--- config.mk ---
export PLATFORM = sky130hd
export DESIGN_NAME = fetch_mem_sequencer
export DESIGN_NICKNAME = d
export VERILOG_FILES = /design/src/rtl/cpu_pkg.sv /design/src/rtl/fetch_mem_sequencer.sv
export SDC_FILE = /design/constraint.sdc
export NUM_CORES = 1
export LEC_CHECK = 0
export ABC_AREA = 1
export BUFFER_PORTS_ARGS = -buffer_cell sky130_fd_sc_hd__clkbuf_2
export CELL_PAD_IN_SITES_DETAIL_PLACEMENT = 1
export CELL_PAD_IN_SITES_GLOBAL_PLACEMENT = 2
export CORE_UTILIZATION = 25
export CTS_BUF_LIST = sky130_fd_sc_hd__clkbuf_4
export DETAILED_ROUTE_END_ITERATION = 8
export PLACE_DENSITY = 0.95
export RECOVER_POWER = 25
export SETUP_SLACK_MARGIN = 0.2
export SLEW_MARGIN = 10
export SYNTH_ARGS = -nofsm -noshare
export SYNTH_HDL_FRONTEND = slang
export SYNTH_SLANG_ARGS = --single-unit
--- constraint.sdc ---
create_clock -name clock -period 2.85 [get_ports clock]
set_clock_uncertainty 0.15 [all_clocks]
set_input_delay 0.285 -clock clock [delete_from_list [all_inputs] [get_ports clock]]
set_output_delay 0.285 -clock clock [all_outputs]
set_load 0.05 [all_outputs]
--- src/rtl/cpu_pkg.sv ---
// Shared state encoding, instruction field positions and opcodes for the fetch/memory front end.
// Purely declarative: no logic, no latency, no flow control.
package cpu_pkg;

  typedef enum logic [1:0] {
    IDLE   = 2'd0,
    ACCESS = 2'd1,
    DONE   = 2'd2
  } seq_state_t;

  localparam int OPC_MSB = 31;
  localparam int OPC_LSB = 26;
  localparam int FUNCT_W = 6;
  localparam int REG_W   = 5;

  localparam logic [5:0] OP_RTYPE = 6'h00;
  localparam logic [5:0] OP_J     = 6'h02;
  localparam logic [5:0] OP_LW    = 6'h23;
  localparam logic [5:0] OP_SW    = 6'h2b;
  localparam logic [5:0] OP_LUI   = 6'h0f;

endpackage

--- src/rtl/fetch_mem_sequencer.sv ---
// Single-outstanding memory sequencer holding IR/MDR; done pulses LAT+1 cycles after req is taken.
// No backpressure: a req arriving while busy (including the DONE cycle) is dropped and flagged in req_drop.
module fetch_mem_sequencer
  import cpu_pkg::*;
#(
  parameter int ADDR_W    = 32,
  parameter int DATA_W    = 32,
  parameter int READ_LAT  = 2,
  parameter int WRITE_LAT = 1
) (
  input  logic              clock,
  input  logic              reset,
  input  logic              req,
  input  logic              req_we,
  input  logic              req_iord,
  input  logic              req_to_ir,
  input  logic [ADDR_W-1:0] pc_addr,
  input  logic [ADDR_W-1:0] alu_addr,
  input  logic [DATA_W-1:0] wdata,
  output logic [ADDR_W-1:0] mem_addr,
  output logic              mem_wr,
  output logic [DATA_W-1:0] mem_wdata,
  input  logic [DATA_W-1:0] mem_rdata,
  output logic              busy,
  output logic              done,
  output logic              req_drop,
  output logic [DATA_W-1:0] ir,
  output logic [DATA_W-1:0] mdr,
  output logic [5:0]        opcode,
  output logic [5:0]        funct,
  output logic [4:0]        rs,
  output logic [4:0]        rt,
  output logic [4:0]        rd,
  output logic [15:0]       imm16
);

  localparam int MAX_LAT = (READ_LAT > WRITE_LAT) ? READ_LAT : WRITE_LAT;
  localparam int CNT_W   = $clog2(MAX_LAT) + 1;
  localparam logic [CNT_W-1:0] RD_INIT = CNT_W'(READ_LAT - 1);
  localparam logic [CNT_W-1:0] WR_INIT = CNT_W'(WRITE_LAT - 1);

  seq_state_t       state;
  logic [CNT_W-1:0] cnt;
  logic             we_q;
  logic             to_ir_q;

  always_ff @(posedge clock) begin
    if (reset) begin
      state     <= IDLE;
      cnt       <= '0;
      we_q      <= 1'b0;
      to_ir_q   <= 1'b0;
      mem_addr  <= '0;
      mem_wdata <= '0;
      mem_wr    <= 1'b0;
      done      <= 1'b0;
      req_drop  <= 1'b0;
      ir        <= '0;
      mdr       <= '0;
    end else begin
      done <= 1'b0;
      // Only IDLE accepts work; anything else, DONE included, counts as a drop.
      if (req && state != IDLE) req_drop <= 1'b1;
      case (state)
        IDLE: begin
          if (req) begin
            mem_addr  <= req_iord ? alu_addr : pc_addr;
            mem_wdata <= wdata;
            we_q      <= req_we;
            to_ir_q   <= req_to_ir;
            cnt       <= req_we ? WR_INIT : RD_INIT;
            mem_wr    <= req_we;
            state     <= ACCESS;
          end
        end
        ACCESS: begin
          if (cnt != '0) begin
            cnt <= cnt - 1'b1;
          end else begin
            if (!we_q) begin
              if (to_ir_q) ir  <= mem_rdata;
              else         mdr <= mem_rdata;
            end
            mem_wr <= 1'b0;
            done   <= 1'b1;
            state  <= DONE;
          end
        end
        DONE:    state <= IDLE;
        default: state <= IDLE;
      endcase
    end
  end

  assign busy = (state != IDLE);

  // Field decode is a pure slice of IR so the control unit sees it in the same cycle IR updates.
  assign opcode = ir[OPC_MSB:OPC_LSB];
  assign rs     = ir[OPC_LSB-1 -: REG_W];
  assign rt     = ir[OPC_LSB-1-REG_W -: REG_W];
  assign rd     = ir[OPC_LSB-1-2*REG_W -: REG_W];
  assign funct  = ir[FUNCT_W-1:0];
  assign imm16  = ir[15:0];

endmodule

# Word-level counts from Yosys, hierarchy flattened
# Cells that the tools add are included.
# W data, S select, Z words.
word_totals:
  elab_cells: 44
  rom_bits: 0
  output_inout_bits: 175
  input_bits: 134
  latchBits: 0
  mem_bits_rw: 0
  regBits: 137
  n_memories: 0
classes:
  mul: 0
  order_cmp: 0
  div: 0
  bitwise: 4
  eq_ne: 4
  n_mux: 12
  addsub: 1
  reduce_logical: 12
  shift: 0
op_table:
  columns: ["op", "n"]
  rows:
  - ["$mux W32", 1]
  - ["$mux W2", 4]
  - ["$pmux W2 S2", 2]
  - ["$reduce_and A4 Y1", 2]
  - ["$ne A2 B2 Y1 const B", 3]
  - ["$reduce_and A3 Y1", 2]
  - ["$reduce_bool A2 Y1", 3]
  - ["$mux W1", 4]
  - ["$not A1 Y1", 4]
  - ["$reduce_and A2 Y1", 2]
  - ["$eq A2 B1 Y1 const B", 1]
  - ["$logic_not A2 Y1", 1]
  - ["$pmux W1 S2", 1]
  - ["$reduce_or A2 Y1", 1]
  - ["$sub A2 B1 Y2 const B", 1]
  - ["$logic_and A1 B1 Y1", 1]

# Depth between registers and ports, before layout
logic_depth:
  depth_word: 3
  mapped_depth: 8
  ltp_nobuf: 8

# Least setup slack after synthesis
# Ideal clock, no wire load.
synth_path:
  path_type: "register to register"
  start: "register cnt[0]"
  end: "register ir[11]"
  setup_slack_ps: 1403
  setup_ps: 114
  t_required_ps: 2586
  t_arrival_ps: 1183
  path_stages_with_launch: 9
  path_cell_list: "dfxtp_1 -> inv_1 -> ha_1 -> nand3_4 -> nor2_8 -> buf_4 -> nand2_1 -> nand2_1 -> nor2_1"
synth_between:
  elab_chain_cells: 3
synth_lines:
  columns: ["element", "line_no", "source"]
  rows:
  - ["start, declared", "fetch_mem_sequencer.sv:43", "logic [CNT_W-1:0] cnt;"]
  - ["start signal, assigned", "fetch_mem_sequencer.sv:71", "cnt <= req_we ? WR_INIT : RD_INIT;"]
  - ["start signal, assigned", "fetch_mem_sequencer.sv:78", "cnt <= cnt - 1'b1;"]
  - ["$reduce_bool A2 Y1", "fetch_mem_sequencer.sv:77", "if (cnt != '0) begin"]
  - ["$not A1 Y1 (no source line)", null, null]
  - ["$reduce_and A4 Y1 (no source line)", null, null]
  - ["end signal, assigned", "fetch_mem_sequencer.sv:81", "if (to_ir_q) ir <= mem_rdata;"]
  - ["end, declared", "fetch_mem_sequencer.sv:27", "output logic [DATA_W-1:0] ir,"]
# No other way between the ends.
# A chain may end at the register's enable or synchronous reset.

# Worst setup path after layout
layout_path:
  start: "input port reset"
  end: "register done"
layout_between:
  elab_chain_cells: 1
layout_lines:
  columns: ["element", "line_no", "source"]
  rows:
  - ["start, declared", "fetch_mem_sequencer.sv:12", "input logic reset,"]
  - ["$reduce_or A2 Y1 (no source line)", null, null]
  - ["end signal, assigned", "fetch_mem_sequencer.sv:56", "done <= 1'b0;"]
  - ["end signal, assigned", "fetch_mem_sequencer.sv:61", "done <= 1'b0;"]
  - ["end signal, assigned", "fetch_mem_sequencer.sv:85", "done <= 1'b1;"]
  - ["end, declared", "fetch_mem_sequencer.sv:25", "output logic done,"]
# No other way between the ends.

==> impl_table.tex <==
\begin{tabular}{lr}
\hline
Metric & Value \\
\hline
\multicolumn{2}{l}{\textbf{Status}} \\
\quad Run status & finished, violations left \\
\quad Failing checks & capacitance limit, slew limit \\
\multicolumn{2}{l}{\textbf{Critical path}} \\
\quad Length in cells of the worst reg-to-reg path & 6 \\
\quad Setup slack on the worst flop-to-flop path & approximately 0.55 ns \\
\quad Worst path arrival time & between 2 and 2.5 ns \\
\quad Critical Path End Type & flop \\
\quad Biggest cell delay along the critical path & $\sim$1.3 ns \\
\quad Startpoint of the worst register-to-register path & state[0] \\
\quad Critical path startpoint category & input port \\
\quad Most numerous cell on the critical path & clkbuf\_1 \\
\quad Crit-path slowest cell & clkbuf\_1 \\
\quad Worst path required time & slightly above 3 ns \\
\quad Crit-path max FO & 38 \\
\quad RR Endpoint & mem\_wdata[19] \\
\quad Crit Path Class & in -> reg \\
\quad CP cell instances & dlygate4sd3\_1, clkbuf\_1, clkbuf\_1, nor2\_1 \\
\multicolumn{2}{l}{\textbf{Place}} \\
\quad Placer's final routability congestion estimate & $\sim$0.74 \\
\quad Placed cell count & $\sim$1400 \\
\quad DP HPWL & roughly 13 mm \\
\quad I/O Buffers & roughly 310 \\
\quad Instance area at placement & between 7000 and 8000 sq um \\
\multicolumn{2}{l}{\textbf{Job}} \\
\quad Number of max-cap violations & 1 \\
\multicolumn{2}{l}{\textbf{GRT}} \\
\quad First-pass GRT wire length & around 33 mm \\
\quad Number of global-route vias before repair & between 6000 and 7000 \\
\quad Number of antenna violations at the first check in global routing & 0 \\
\quad Largest net degree at the start of global routing & 71 \\
\quad Total GRT Usage & 0.174 \\
\quad Global route overflow & 0 \\
\multicolumn{2}{l}{\textbf{Logic synthesis}} \\
\quad Synth area leaders & dfxtp\_1 (47\%), nand2\_1 (15\%), nor2\_1 (13\%) \\
\quad Warning count from the yosys run & 0 \\
\quad Syn\_area\_per\_cell & about 7 sq um \\
\quad Net count after synthesis & roughly 1000 \\
\quad Gate count of the mapped netlist & roughly 850 \\
\quad Synth unique cells & 17 \\
\quad Biggest area consumer among synthesized cells & dfxtp\_1 \\
\quad Netlist Area Pre-Place & 5870 sq um \\
\quad Post-synthesis register bit count & 137 \\
\quad Area fraction of the dominant cell type after synthesis & 0.467 \\
\quad Share of synthesized area occupied by flip-flops and latches & 0.467 \\
\multicolumn{2}{l}{\textbf{STA}} \\
\quad Setup repair after global routing missed its margin & no \\
\quad Worst relative slew slack & -0.191 \\
\quad Share of the clock period used by the worst path after layout & 0.811 \\
\quad Max-slew violation count & 39 \\
\quad Final number of setup-violating endpoints & 0 \\
\quad Slew at the pin with the worst max-slew slack & 1.79 ns \\
\quad Worst Hold Margin & between 0.1 and 0.15 ns \\
\quad Fin Setup TNS & 0 ns \\
\quad Minimum period implied by the final worst setup slack & between 2 and 2.5 ns \\
\quad Top achievable clock speed & 433 MHz \\
\quad Hold Fails Final Rpt & 0 \\
\multicolumn{2}{l}{\textbf{Drt}} \\
\quad Final wirelength & between 20 and 25 mm \\
\quad Post-route DRC violation count & 0 \\
\quad Final routed wire length divided by cell count & between 10 and 15 um \\
\quad Residual antenna-violating net count after detailed routing & 0 \\
\quad Count of vias placed by the detailed router & between 6000 and 7000 \\
\quad Post-detailed-route via-to-cell ratio & around 4.2 \\
\quad DRC marker count from the first detailed-route iteration & about 170 \\
\quad Count of TritonRoute iterations in the first routing pass & 4 \\
\multicolumn{2}{l}{\textbf{Pwr}} \\
\quad P\_sw & between 0.0015 and 0.002 W \\
\quad Part of the power in combinational logic & 0.301 \\
\quad Static Leak & $\sim$4.3 nW \\
\quad Switching share of total power & 0.382 \\
\quad Peak VDD IR & 0.162 mV \\
\quad P per Cell Area & 550 nW/um\^{}2 \\
\quad Reg power frac & 0.442 \\
\quad Internal power component & between 0.003 and 0.004 W \\
\quad Clock share of power & 0.257 \\
\multicolumn{2}{l}{\textbf{Clocking}} \\
\quad Clock root buffer & clkbuf\_4 \\
\quad Clock latency at the later pin of the worst-skew pair & between 0.5 and 0.6 ns \\
\quad Reg clk slew, reported paths & approximately 0.12 ns \\
\quad Total number of clock tree sinks & between 100 and 150 \\
\quad Clk buf depth & 2 \\
\quad Number of clock buffers inserted by TritonCTS & 17 \\
\quad Total of cells resized after clock tree synthesis & 0 \\
\quad CTS tree & yes \\
\quad Post-CTS Setup Repair Bufs & 0 \\
\quad H-tree levels & 4 \\
\quad Number of hold buffers added after cts & $\sim$130 \\
\multicolumn{2}{l}{\textbf{Layout}} \\
\quad Proportion of layout cells with a drive suffix above 1 & 0.220 \\
\quad Final cell count without fillers & 1553 \\
\quad Post-route core utilization & 0.386 \\
\quad Area grow syn2layout & 50.3\% \\
\quad Number of antenna cells inserted & 0 \\
\quad Final Net Count & 1364 \\
\quad Design area & 8820 sq um \\
\multicolumn{2}{l}{\textbf{Die}} \\
\quad Number of top-level design ports & between 300 and 400 \\
\quad Die Area & 24100 sq um \\
\quad Effective utilization at floorplan & 0.257 \\
\quad FP Rows & 55 \\
\quad Area inside the core boundary & around 23000 sq um \\
\quad X dimension of the die & 155 um \\
\quad Y dimension of the die & around 160 um \\
\multicolumn{2}{l}{\textbf{Hold path}} \\
\quad Hold path cells & 5 \\
\quad End point of the most critical hold path & mem\_addr[30] \\
\quad Worst hold path class & in -> reg \\
\quad Hold wc startpoint & alu\_addr[30] \\
\hline
\end{tabular}
power groups by stage:
stage               clock (W)  combinational [W]  sequential, W
CTS                   0.00131            0.00147        0.00215
global route          0.00140            0.00157        0.00217
detailed placement          0            0.00131        0.00219
global placement            0            0.00129        0.00219
finish                0.00124            0.00146        0.00215
floorplan                   0           0.000513        0.00265
logic make-up after synthesis:
logic type	after synthesis	share of synthesized area
buffers and inverters	164	0.150
adder cells (fa/ha/maj)	1	0.00213
AO/OA/AOI/OAI	101	0.0861
flip-flops	137	0.467
AND/OR/NAND/NOR	446	0.294
area by class of cell:
type | instances | area [sq um]
fill | 2973 | 14000
timing repair buffer | 451 | 2900
sequential | 137 | 2740
multi-input combinational | 548 | 2250
tap | 313 | 392
inverter | 74 | 278
clock inverter | 13 | 131
clock buffer | 17 | 128
synth_stat cells:
cell type and number:
a21oi_1 36, buf_1 5, buf_2 13, buf_4 50, buf_6 8, clkbuf_1 14, dfxtp_1 137, ha_1 1
inv_1 72, inv_2 2, nand2_1 236, nand2_2 1, nand3_1 4, nand3_4 1, nor2_1 202, nor2_8 2
o21ai_0 65
routing by layer:
layer,global-route usage,routed length [um],vias to the layer above
met5,0,0,-
met4,0.0728,543,0
met3,0.0479,1390,37
met2,0.318,10300,255
met1,0.187,8920,3020
li1,-,-,3275
state kept, by name, indices dropped and copies added (netlist names):
signal / cells
ir: 32
mdr: 32
mem_addr: 32
mem_wdata: 32
cnt: 2
state: 2
done: 1
mem_wr: 1
req_drop: 1
to_ir_q: 1
we_q: 1
critical path, delay by kind of cell:
family | cells | cell delay [ns]
buf+inv | 3 | 2.03
simple gates | 1 | 0.17
layout by cell type (no fill, tap or decap):
master	n
a21oi_1	36
buf_12	4
buf_4	4
bufinv_16	2
clkbuf_1	77
clkbuf_2	232
clkbuf_4	17
clkinv_1	3
clkinv_2	2
clkinv_4	3
clkinvlp_4	2
dfxtp_1	137
dlygate4sd3_1	134
ha_1	1
inv_1	72
inv_2	2
inv_6	1
nand2_1	236
nand2_2	1
nand3_1	4
nand3_4	1
nor2_1	202
nor2_8	2
o21ai_0	65
per-stage QoR:
step                      total power (W)  setup slack (ns)
after floorplan                   0.00317              1.40
after global placement            0.00348              1.01
after detailed placement          0.00350             0.955
after CTS                         0.00494             0.571
after global routing              0.00514             0.385
final                             0.00485             0.540
how the worst max path moves through the flow:
stage | from | end | slack, ns | cells after the start
6_report | reset | done | 0.54 | 4
3_3_place_gp | cnt[0] | mdr[24] | 1.01 | 8
5_1_grt | state[0] | mem_wdata[19] | 0.38 | 6
2_1_floorplan | cnt[0] | ir[11] | 1.40 | 8
4_1_cts | state[0] | mem_wdata[19] | 0.57 | 6
3_5_place_dp | state[0] | cnt[0] | 0.96 | 7
(Power assumes the default switching activity.)
